<file path="config.mk">
export PLATFORM = sky130hd
export DESIGN_NAME = uart_mem_dumper
export DESIGN_NICKNAME = d
export VERILOG_FILES = /design/src/rtl/uart_mem_dumper.sv
export SDC_FILE = /design/constraint.sdc
export NUM_CORES = 1
export LEC_CHECK = 0
export ABC_AREA = 1
export CORE_MARGIN = 10
export CORE_UTILIZATION = 40
export CTS_CLUSTER_SIZE = 28
export DETAILED_ROUTE_END_ITERATION = 16
export PLACE_DENSITY = 0.66
export SLEW_MARGIN = 15
export SYNTH_ARGS = -nofsm -noshare
export SYNTH_HDL_FRONTEND = slang
export SYNTH_SLANG_ARGS = --single-unit
</file>
<file path="constraint.sdc">
create_clock -name clk -period 2.7 [get_ports clk]
set_input_delay 0.405 -clock clk [delete_from_list [all_inputs] [get_ports clk]]
set_output_delay 0.405 -clock clk [all_outputs]
set_load 0.02 [all_outputs]
</file>
<file path="src/rtl/uart_mem_dumper.sv">
// uart_mem_dumper: reads word_count words from address 0 and sends each as four 8N1 bytes, LSB first.
// Define UART_DUMP_CHECKSUM_EN to append one frame carrying the XOR of every data byte sent.
module uart_mem_dumper #(
   parameter int CLK_FREQ  = 50000000,
   parameter int BAUD_RATE = 115200
) (
   input  logic        clk,
   input  logic        rst_n,
   input  logic        start,
   input  logic [15:0] word_count,
   output logic [31:0] rd_addr,
   output logic        rd_en,
   input  logic [31:0] rd_data,
   output logic        tx,
   output logic        busy,
   output logic        done
);
   localparam int CLK_PER_BIT = CLK_FREQ / BAUD_RATE;
   localparam int CW = $clog2(CLK_PER_BIT);

   typedef enum logic [1:0] {TX_IDLE, TX_START, TX_DATA, TX_STOP} tx_state_t;
`ifdef UART_DUMP_CHECKSUM_EN
   typedef enum logic [2:0] {IDLE, READ, CAPTURE, SEND, CHKSUM, FINISH} state_t;
   logic [7:0] checksum;
`else
   typedef enum logic [2:0] {IDLE, READ, CAPTURE, SEND, FINISH} state_t;
`endif

   state_t        state;
   tx_state_t     tx_state;
   logic [CW-1:0] bit_cnt;
   logic [2:0]    bit_idx;
   logic [2:0]    byte_idx;
   logic [7:0]    shreg;
   logic [7:0]    ld_byte;
   logic [15:0]   remaining;
   logic [23:0]   word_buf;
   logic          bit_end;
   logic          tx_done;
   logic          tx_idle;
   logic          ld;

   assign tx_idle = tx_state == TX_IDLE;
   assign bit_end = bit_cnt == CW'(CLK_PER_BIT - 1);
   assign tx_done = tx_state == TX_STOP && bit_end;

   // byte 0 goes straight from rd_data so the first start bit needs no extra handoff cycle
   always_comb begin
      ld      = state == CAPTURE || (state == SEND && tx_idle && !byte_idx[2]);
      ld_byte = state == CAPTURE ? rd_data[7:0] : word_buf[7:0];
`ifdef UART_DUMP_CHECKSUM_EN
      if (state == CHKSUM) begin
         ld      = tx_idle;
         ld_byte = checksum;
      end
`endif
   end

   always_ff @(posedge clk or negedge rst_n) begin
      if (!rst_n) begin
         state     <= IDLE;
         tx_state  <= TX_IDLE;
         tx        <= 1'b1;
         bit_cnt   <= '0;
         bit_idx   <= '0;
         byte_idx  <= '0;
         shreg     <= '0;
         remaining <= '0;
         word_buf  <= '0;
         rd_addr   <= '0;
         rd_en     <= 1'b0;
         busy      <= 1'b0;
         done      <= 1'b0;
`ifdef UART_DUMP_CHECKSUM_EN
         checksum  <= '0;
`endif
      end else begin
         rd_en <= 1'b0;
         done  <= 1'b0;
         if (ld) begin
            tx       <= 1'b0;
            tx_state <= TX_START;
            bit_cnt  <= '0;
            shreg    <= ld_byte;
         end else if (!tx_idle) begin
            bit_cnt <= bit_end ? '0 : bit_cnt + 1'b1;
            if (bit_end)
               case (tx_state)
                  TX_START: begin
                     tx       <= shreg[0];
                     bit_idx  <= '0;
                     tx_state <= TX_DATA;
                  end
                  TX_DATA: begin
                     tx       <= bit_idx == 3'd7 ? 1'b1 : shreg[1];
                     tx_state <= bit_idx == 3'd7 ? TX_STOP : TX_DATA;
                     shreg    <= shreg >> 1;
                     bit_idx  <= bit_idx + 1'b1;
                  end
                  default: tx_state <= TX_IDLE;
               endcase
         end
`ifdef UART_DUMP_CHECKSUM_EN
         if (ld && state != CHKSUM)
            checksum <= checksum ^ ld_byte;
`endif
         case (state)
            IDLE:
               if (start) begin
                  remaining <= word_count;
                  rd_addr   <= '0;
`ifdef UART_DUMP_CHECKSUM_EN
                  checksum  <= '0;
`endif
                  rd_en     <= word_count != 16'd0;
                  busy      <= word_count != 16'd0;
                  done      <= word_count == 16'd0;
                  state     <= word_count == 16'd0 ? FINISH : READ;
               end
            READ: state <= CAPTURE;
            CAPTURE: begin
               word_buf <= rd_data[31:8];
               byte_idx <= '0;
               state    <= SEND;
            end
            SEND:
               if (tx_done) begin
                  byte_idx <= byte_idx + 1'b1;
                  if (byte_idx == 3'd3) begin
                     rd_addr   <= rd_addr + 32'd1;
                     remaining <= remaining - 16'd1;
                     if (remaining == 16'd1) begin
`ifdef UART_DUMP_CHECKSUM_EN
                        state <= CHKSUM;
`else
                        state <= FINISH;
                        done  <= 1'b1;
                        busy  <= 1'b0;
`endif
                     end
                  end
               end else if (ld) begin
                  word_buf <= word_buf >> 8;
               end else if (tx_idle) begin
                  rd_en <= 1'b1;
                  state <= READ;
               end
`ifdef UART_DUMP_CHECKSUM_EN
            CHKSUM:
               if (tx_done) begin
                  state <= FINISH;
                  done  <= 1'b1;
                  busy  <= 1'b0;
               end
`endif
            FINISH: state <= IDLE;
            default: state <= IDLE;
         endcase
      end
   end
endmodule

</file>
==> out/metrics.cfg, run 1 <==
[synth]
synth_fp_nets=979
yosysSeqAreaShare=0.403
synthDistinctLibCells=40
syn_inst=915
yosysWarnings=0
netlist_area_mm2=0.00646
syn_area_per_cell_um2=7.06
ys_ff_latch=104

[floorplan]
rows=46
die_area_mm2=0.0216
pin_count=87
die_w_um=147
start_util=0.408
die_h_um=147
core-area_mm2=0.0158

[sta]
hold_violations=0
holdWs_ns=0.0271
slew_headroom=0.528
maxSlewViolCount=0
rsz0062_at_grt=no
worst_slew_pin_slew_ns=0.707
finClkSkew_ns=0.0103
fmax_ghz=0.427
fin_crit_sh=0.868
final.setup.tns_ns=0
period_needed_ns=2.34
finalSetupViolCount=0

[setup_path]
crit_path_max_incr_delay_ns=0.42
critPathTopFamily=simple AND/OR/NAND/NOR gates
slowest_stage=dfrtp_1
required_ns=2.98
cp-start-kind=register
path_class=reg -> reg
cp_num_buf_inv=3
critPathArrivalTime_ns=2.62
endpoint_kind=register
rrSetupSlack_ns=0.36
rr_startpoint=tx_state[0]
reg2reg_depth=10
cp_max_fo=24
crit_chain=inv_1 -> ha_1 -> inv_2 -> nor2_4 -> nand2_2 -> nand2_2 -> nand2_4 -> inv_2 -> nand2_1 -> o21ai_1
timing.rr.end=word_buf[3]

[global_routing]
grt_overflow=0
grt_max_degree=48
track_usage=0.156
grt_pass1_vias=5764
grt_antenna_before_repair=0
grt_pass1_wl_um=28300

[clock_network]
htreeDepth=3
cts.sinks=104
clk_pin_slew_worst_paths_ns=0.08
postCtsHoldBufs=0
clock_path_buffers=2
postCtsResizedCells=0
cts_root_buf=clkbuf_16
clock_latency_ns=0.35
postCtsSetupBuffers=0
tritoncts=built
cts_buffers=9

[power]
vdd_drop_max_uv=341
power.static_leakage_nw=3.57
p_per_area_mw_per_mm2=393

[routing]
drtPass1Iterations=5
avgViaCountPerCell=4.91
drtAntennaViolNets=0
finalWirelength_um=16500
drt_iter0_drc=416
wl_per_cell_um=13.6
vias=5944
drc=0

[layout]
fill_cells=1586
nets=1054
drive_above_1_share=0.0724
final_common_cell=nand2_1
mostFrequentLayoutCells=nand2_1 (300), nor2_1 (128), dfrtp_1 (103)
area_delta_synth_final_pct=20.1
n_antenna_cell=0

[placement]
gp_congestion=0.913
io_buffers=86
place_hpwl_um=12200

[run]
maxCapViolCount=0

[outcome]
status=finished, final reports clean

[min_path]
hold_class=in -> async

==> cell type report <==
class	instances	area, um2	area share
Multi-Input combinational cell	693	3330	0.429
Inverter	91	344	0.0444
Clock inverter	7	63.8	0.00823
Tap cell	216	270	0.0348
Sequential cell	104	2600	0.336
Timing Repair Buffer	91	921	0.119
Clock buffer	9	225	0.0290
==> flip-flops by register name, indices dropped and copies added, names as in the netlist <==
register   cells
bit_cnt        9
bit_idx        3
busy           1
byte_idx       3
done           1
rd_addr       32
rd_en          1
remaining     16
shreg          8
state          3
tx             1
tx_state       2
word_buf      24
==> worst max path at each step <==
| stage | from | to | slack (ns) | cells after the start |
|---|---|---|---|---|
| finish | tx_state[0] | word_buf[3] | 0.36 | 10 |
| global route | tx_state[0] | word_buf[3] | 0.12 | 10 |
| floorplan | tx_state[0] | shreg[0] | 0.96 | 12 |
| detailed placement | tx_state[0] | word_buf[3] | 0.40 | 10 |
| global placement | tx_state[0] | word_buf[1] | 0.47 | 10 |
| CTS | tx_state[0] | word_buf[3] | 0.37 | 10 |
==> stage by stage <==
stage / area [um2] / worst slack, ns / cells / utilization / total power [mW]
final: 7750 / 0.357 / 1211 / 0.490 / 3.05
after global routing: 7750 / 0.121 / 1211 / 0.490 / 3.17
after CTS: 7750 / 0.371 / 1211 / 0.490 / 3.08
after detailed placement: 7470 / 0.396 / 1195 / 0.472 / 1.78
after global placement: 7470 / 0.471 / 1195 / 0.472 / 1.78
after floorplan: 6460 / 0.965 / 915 / - / 1.66
==> layer usage <==
metal,GRT usage,up-vias,part of all wire
met4,0.0530,0,0.018
li1,-,3084,-
met2,0.255,112,0.47
met5,0,-,0
met3,0.0255,17,0.039
met1,0.203,2731,0.47
==> worst register-to-register path: stages (launching register included) <==
cell,delay [ns]
dfrtp_1,0.42
inv_1,0.10
ha_1,0.39
inv_2,0.11
nor2_4,0.17
nand2_2,0.12
nand2_2,0.25
nand2_4,0.18
inv_2,0.34
nand2_1,0.09
o21ai_1,0.10
==> Yosys cell counts (all sizes together) <==
master,count,area [um2]
nand2,316,1240
nor2,133,527
dfrtp,103,2580
inv,91,344
o21ai,85,478
nand3,66,343
nand4,26,178
buf,18,148
ha,13,163
xor2,10,87.6
clkbuf,9,33.8
o21bai,8,60.1
o31ai,8,70.1
a21oi,6,33.8
nor3,6,35.0
o211ai,4,30.0
nand3b,3,22.5
a31oi,2,12.5
o22ai,2,12.5
or2,2,12.5
a211oi,1,7.51
and3,1,6.26
dfstp,1,26.3
o21a,1,7.51
==> kinds of logic after synthesis <==
logic type,count (synthesis),synth area share
adders and majority gates,13,0.0252
buffers and inverters,118,0.0814
xor gates and xnor gates,10,0.0136
and+or+nand+nor,553,0.366
DFF,104,0.403
AOI/OAI and AO/OA,117,0.110
==> report_power, final <==
group	internal, mW	total [mW]	switching, mW
Combinational	0.0870	0.156	0.0685
Sequential	1.58	1.59	0.00993
Clock	0.647	1.30	0.658
Note: power is estimated with default switching activity, not from simulation.
==> run 2: changes to the inputs <==
--- a/config.mk
+++ b/config.mk
@@ -7,10 +7,10 @@
 export LEC_CHECK = 0
 export ABC_AREA = 1
 export CORE_MARGIN = 10
-export CORE_UTILIZATION = 40
+export CORE_UTILIZATION = 45
 export CTS_CLUSTER_SIZE = 28
 export DETAILED_ROUTE_END_ITERATION = 16
-export PLACE_DENSITY = 0.66
+export PLACE_DENSITY = 0.75
 export SLEW_MARGIN = 15
 export SYNTH_ARGS = -nofsm -noshare
 export SYNTH_HDL_FRONTEND = slang
==> constraint.sdc (replaced) <==
create_clock -name clk -period 2 [get_ports clk]
set_input_delay 0.3 -clock clk [delete_from_list [all_inputs] [get_ports clk]]
set_output_delay 0.3 -clock clk [all_outputs]
set_load 0.02 [all_outputs]
==> out/metrics.cfg, run 2 (synthesis gave the netlist of run 1 again) <==
[sta]
worst_slew_pin_slew_ns=0.564
maxSlewViolCount=0
finClkSkew_ns=0.0125
fmax_ghz=0.547
slew_headroom=0.623
finalSetupViolCount=0
final.setup.tns_ns=0
rsz0062_at_grt=no
hold_violations=0
period_needed_ns=1.83
fin_crit_sh=0.915

[layout]
area_delta_synth_final_pct=21.6
largestRegisters=rd_addr x32, word_buf x24, remaining x16
largest_reg_flops=32
nets=1068
utilization=0.561
registers.top_by_ff_count=rd_addr
drive_above_1_share=0.0833
mostFrequentLayoutCells=nand2_1 (300), nor2_1 (128), dfrtp_1 (103)
n_antenna_cell=0
final_common_cell=nand2_1

[power]
seq_power_share=0.511
switching_share=0.227
power.static_leakage_nw=3.64
switchingPower_mw=0.953
intPower_mw=3.24
p_clk_frac=0.437
p_per_area_mw_per_mm2=535
p_comb_frac=0.051
vdd_drop_max_uv=453

[clock_network]
tritoncts=built
htreeDepth=3
postCtsSetupBuffers=0
cts_buffers=9
cts_root_buf=clkbuf_16
cts.sinks=104
clk_pin_slew_worst_paths_ns=0.08
clock_latency_ns=0.36
clock_path_buffers=2

[global_routing]
grt_pass1_wl_um=27800
grt_pass1_vias=5609
track_usage=0.168
grt_overflow=0
grt_max_degree=37
grt_antenna_before_repair=0

[routing]
drtAntennaViolNets=0
drt_iter0_drc=543
wl_per_cell_um=13.8
vias=6063
drtPass1Iterations=5
drc=0
avgViaCountPerCell=5.10
finalWirelength_um=16400

[placement]
io_buffers=86
gp_congestion=0.912
place_hpwl_um=12300

[floorplan]
rows=43
start_util=0.462
die_area_mm2=0.0195
die_w_um=140
pin_count=87
core-area_mm2=0.0140
die_h_um=140

[setup_path]
critPathTopFamily=simple AND/OR/NAND/NOR gates
critPathArrivalTime_ns=2.08
path_class=reg -> reg
slowest_stage=dfrtp_1
crit_chain=ha_1 -> inv_1 -> nor2_1 -> nand2_1 -> nor2_1 -> nand3_1 -> nand4_1 -> nand2_1
endpoint_kind=register
cp-start-kind=register
required_ns=2.25
cp_num_buf_inv=1
cp_max_fo=5
crit_path_max_incr_delay_ns=0.43

[run]
maxCapViolCount=0

[min_path]
hold_class=in -> async

[outcome]
status=finished, final reports clean

-- run 2: layout make-up --
type | count | area, um2
Tap cell | 180 | 225
Clock inverter | 6 | 77.6
Timing Repair Buffer | 104 | 1020
Multi-Input combinational cell | 694 | 3350
Inverter | 91 | 352
Sequential cell | 104 | 2600
Fill cell | 1321 | 6140
Clock buffer | 9 | 225
-- run 2: per-layer routing --
layer / vias to the layer above / GRT usage / wire (um)
met5: - / 0 / 0
met4: 0 / 0.0397 / 196
met3: 12 / 0.0408 / 734
met2: 140 / 0.268 / 7740
met1: 2798 / 0.224 / 7700
li1: 3113 / - / -
-- run 2: worst paths after layout --
path                                  start            to  slack, ns  cells after the start
worst min register to register           tx            tx       0.48                      2
worst max register to register   rd_addr[1]   rd_addr[30]       0.17                      8
worst min-delay path                  rst_n  remaining[2]       0.41                      2
min in group clk                rd_data[29]  word_buf[21]       0.48                      3
worst max-delay path             rd_addr[1]   rd_addr[30]       0.17                      8
max in group asynchronous             rst_n            tx       0.96                      3
-- run 2: per-stage QoR --
stage	setup slack [ns]	power (mW)	hold slack, ns	instance area (um2)	cells
global route	0.000122	4.37	0.458	7850	1188
global placement	0.154	2.40	0.278	7500	1171
CTS	0.0796	4.24	0.423	7810	1187
detailed placement	0.0998	2.41	0.279	7500	1171
floorplan	0.265	2.24	0.00441	6460	915
finish	0.171	4.20	0.414	7850	1188
-- run 2: timing repair --
item	in CTS	in global routing
setup endpoints to repair	0	22
hold buffers	1	0
hold endpoints to repair	29	0
resized for setup	0	8
-- run 2: worst register-to-register path: cells and delay by family, from the launching register on --
family | cells | cell delay, ns
adder cells (fa/ha/maj) | 1 | 0.31
buffers and inverters | 1 | 0.11
AND/OR/NAND/NOR | 6 | 0.87
flip-flops | 1 | 0.43
-- run 2: power by group through the flow --
stage	clock network (mW)	registers, mW	logic, mW
final	1.83	2.15	0.215
after global routing	1.98	2.15	0.243
after CTS	1.87	2.15	0.220
after detailed placement	0	2.19	0.218
after global placement	0	2.19	0.216
after floorplan	0	2.19	0.0527
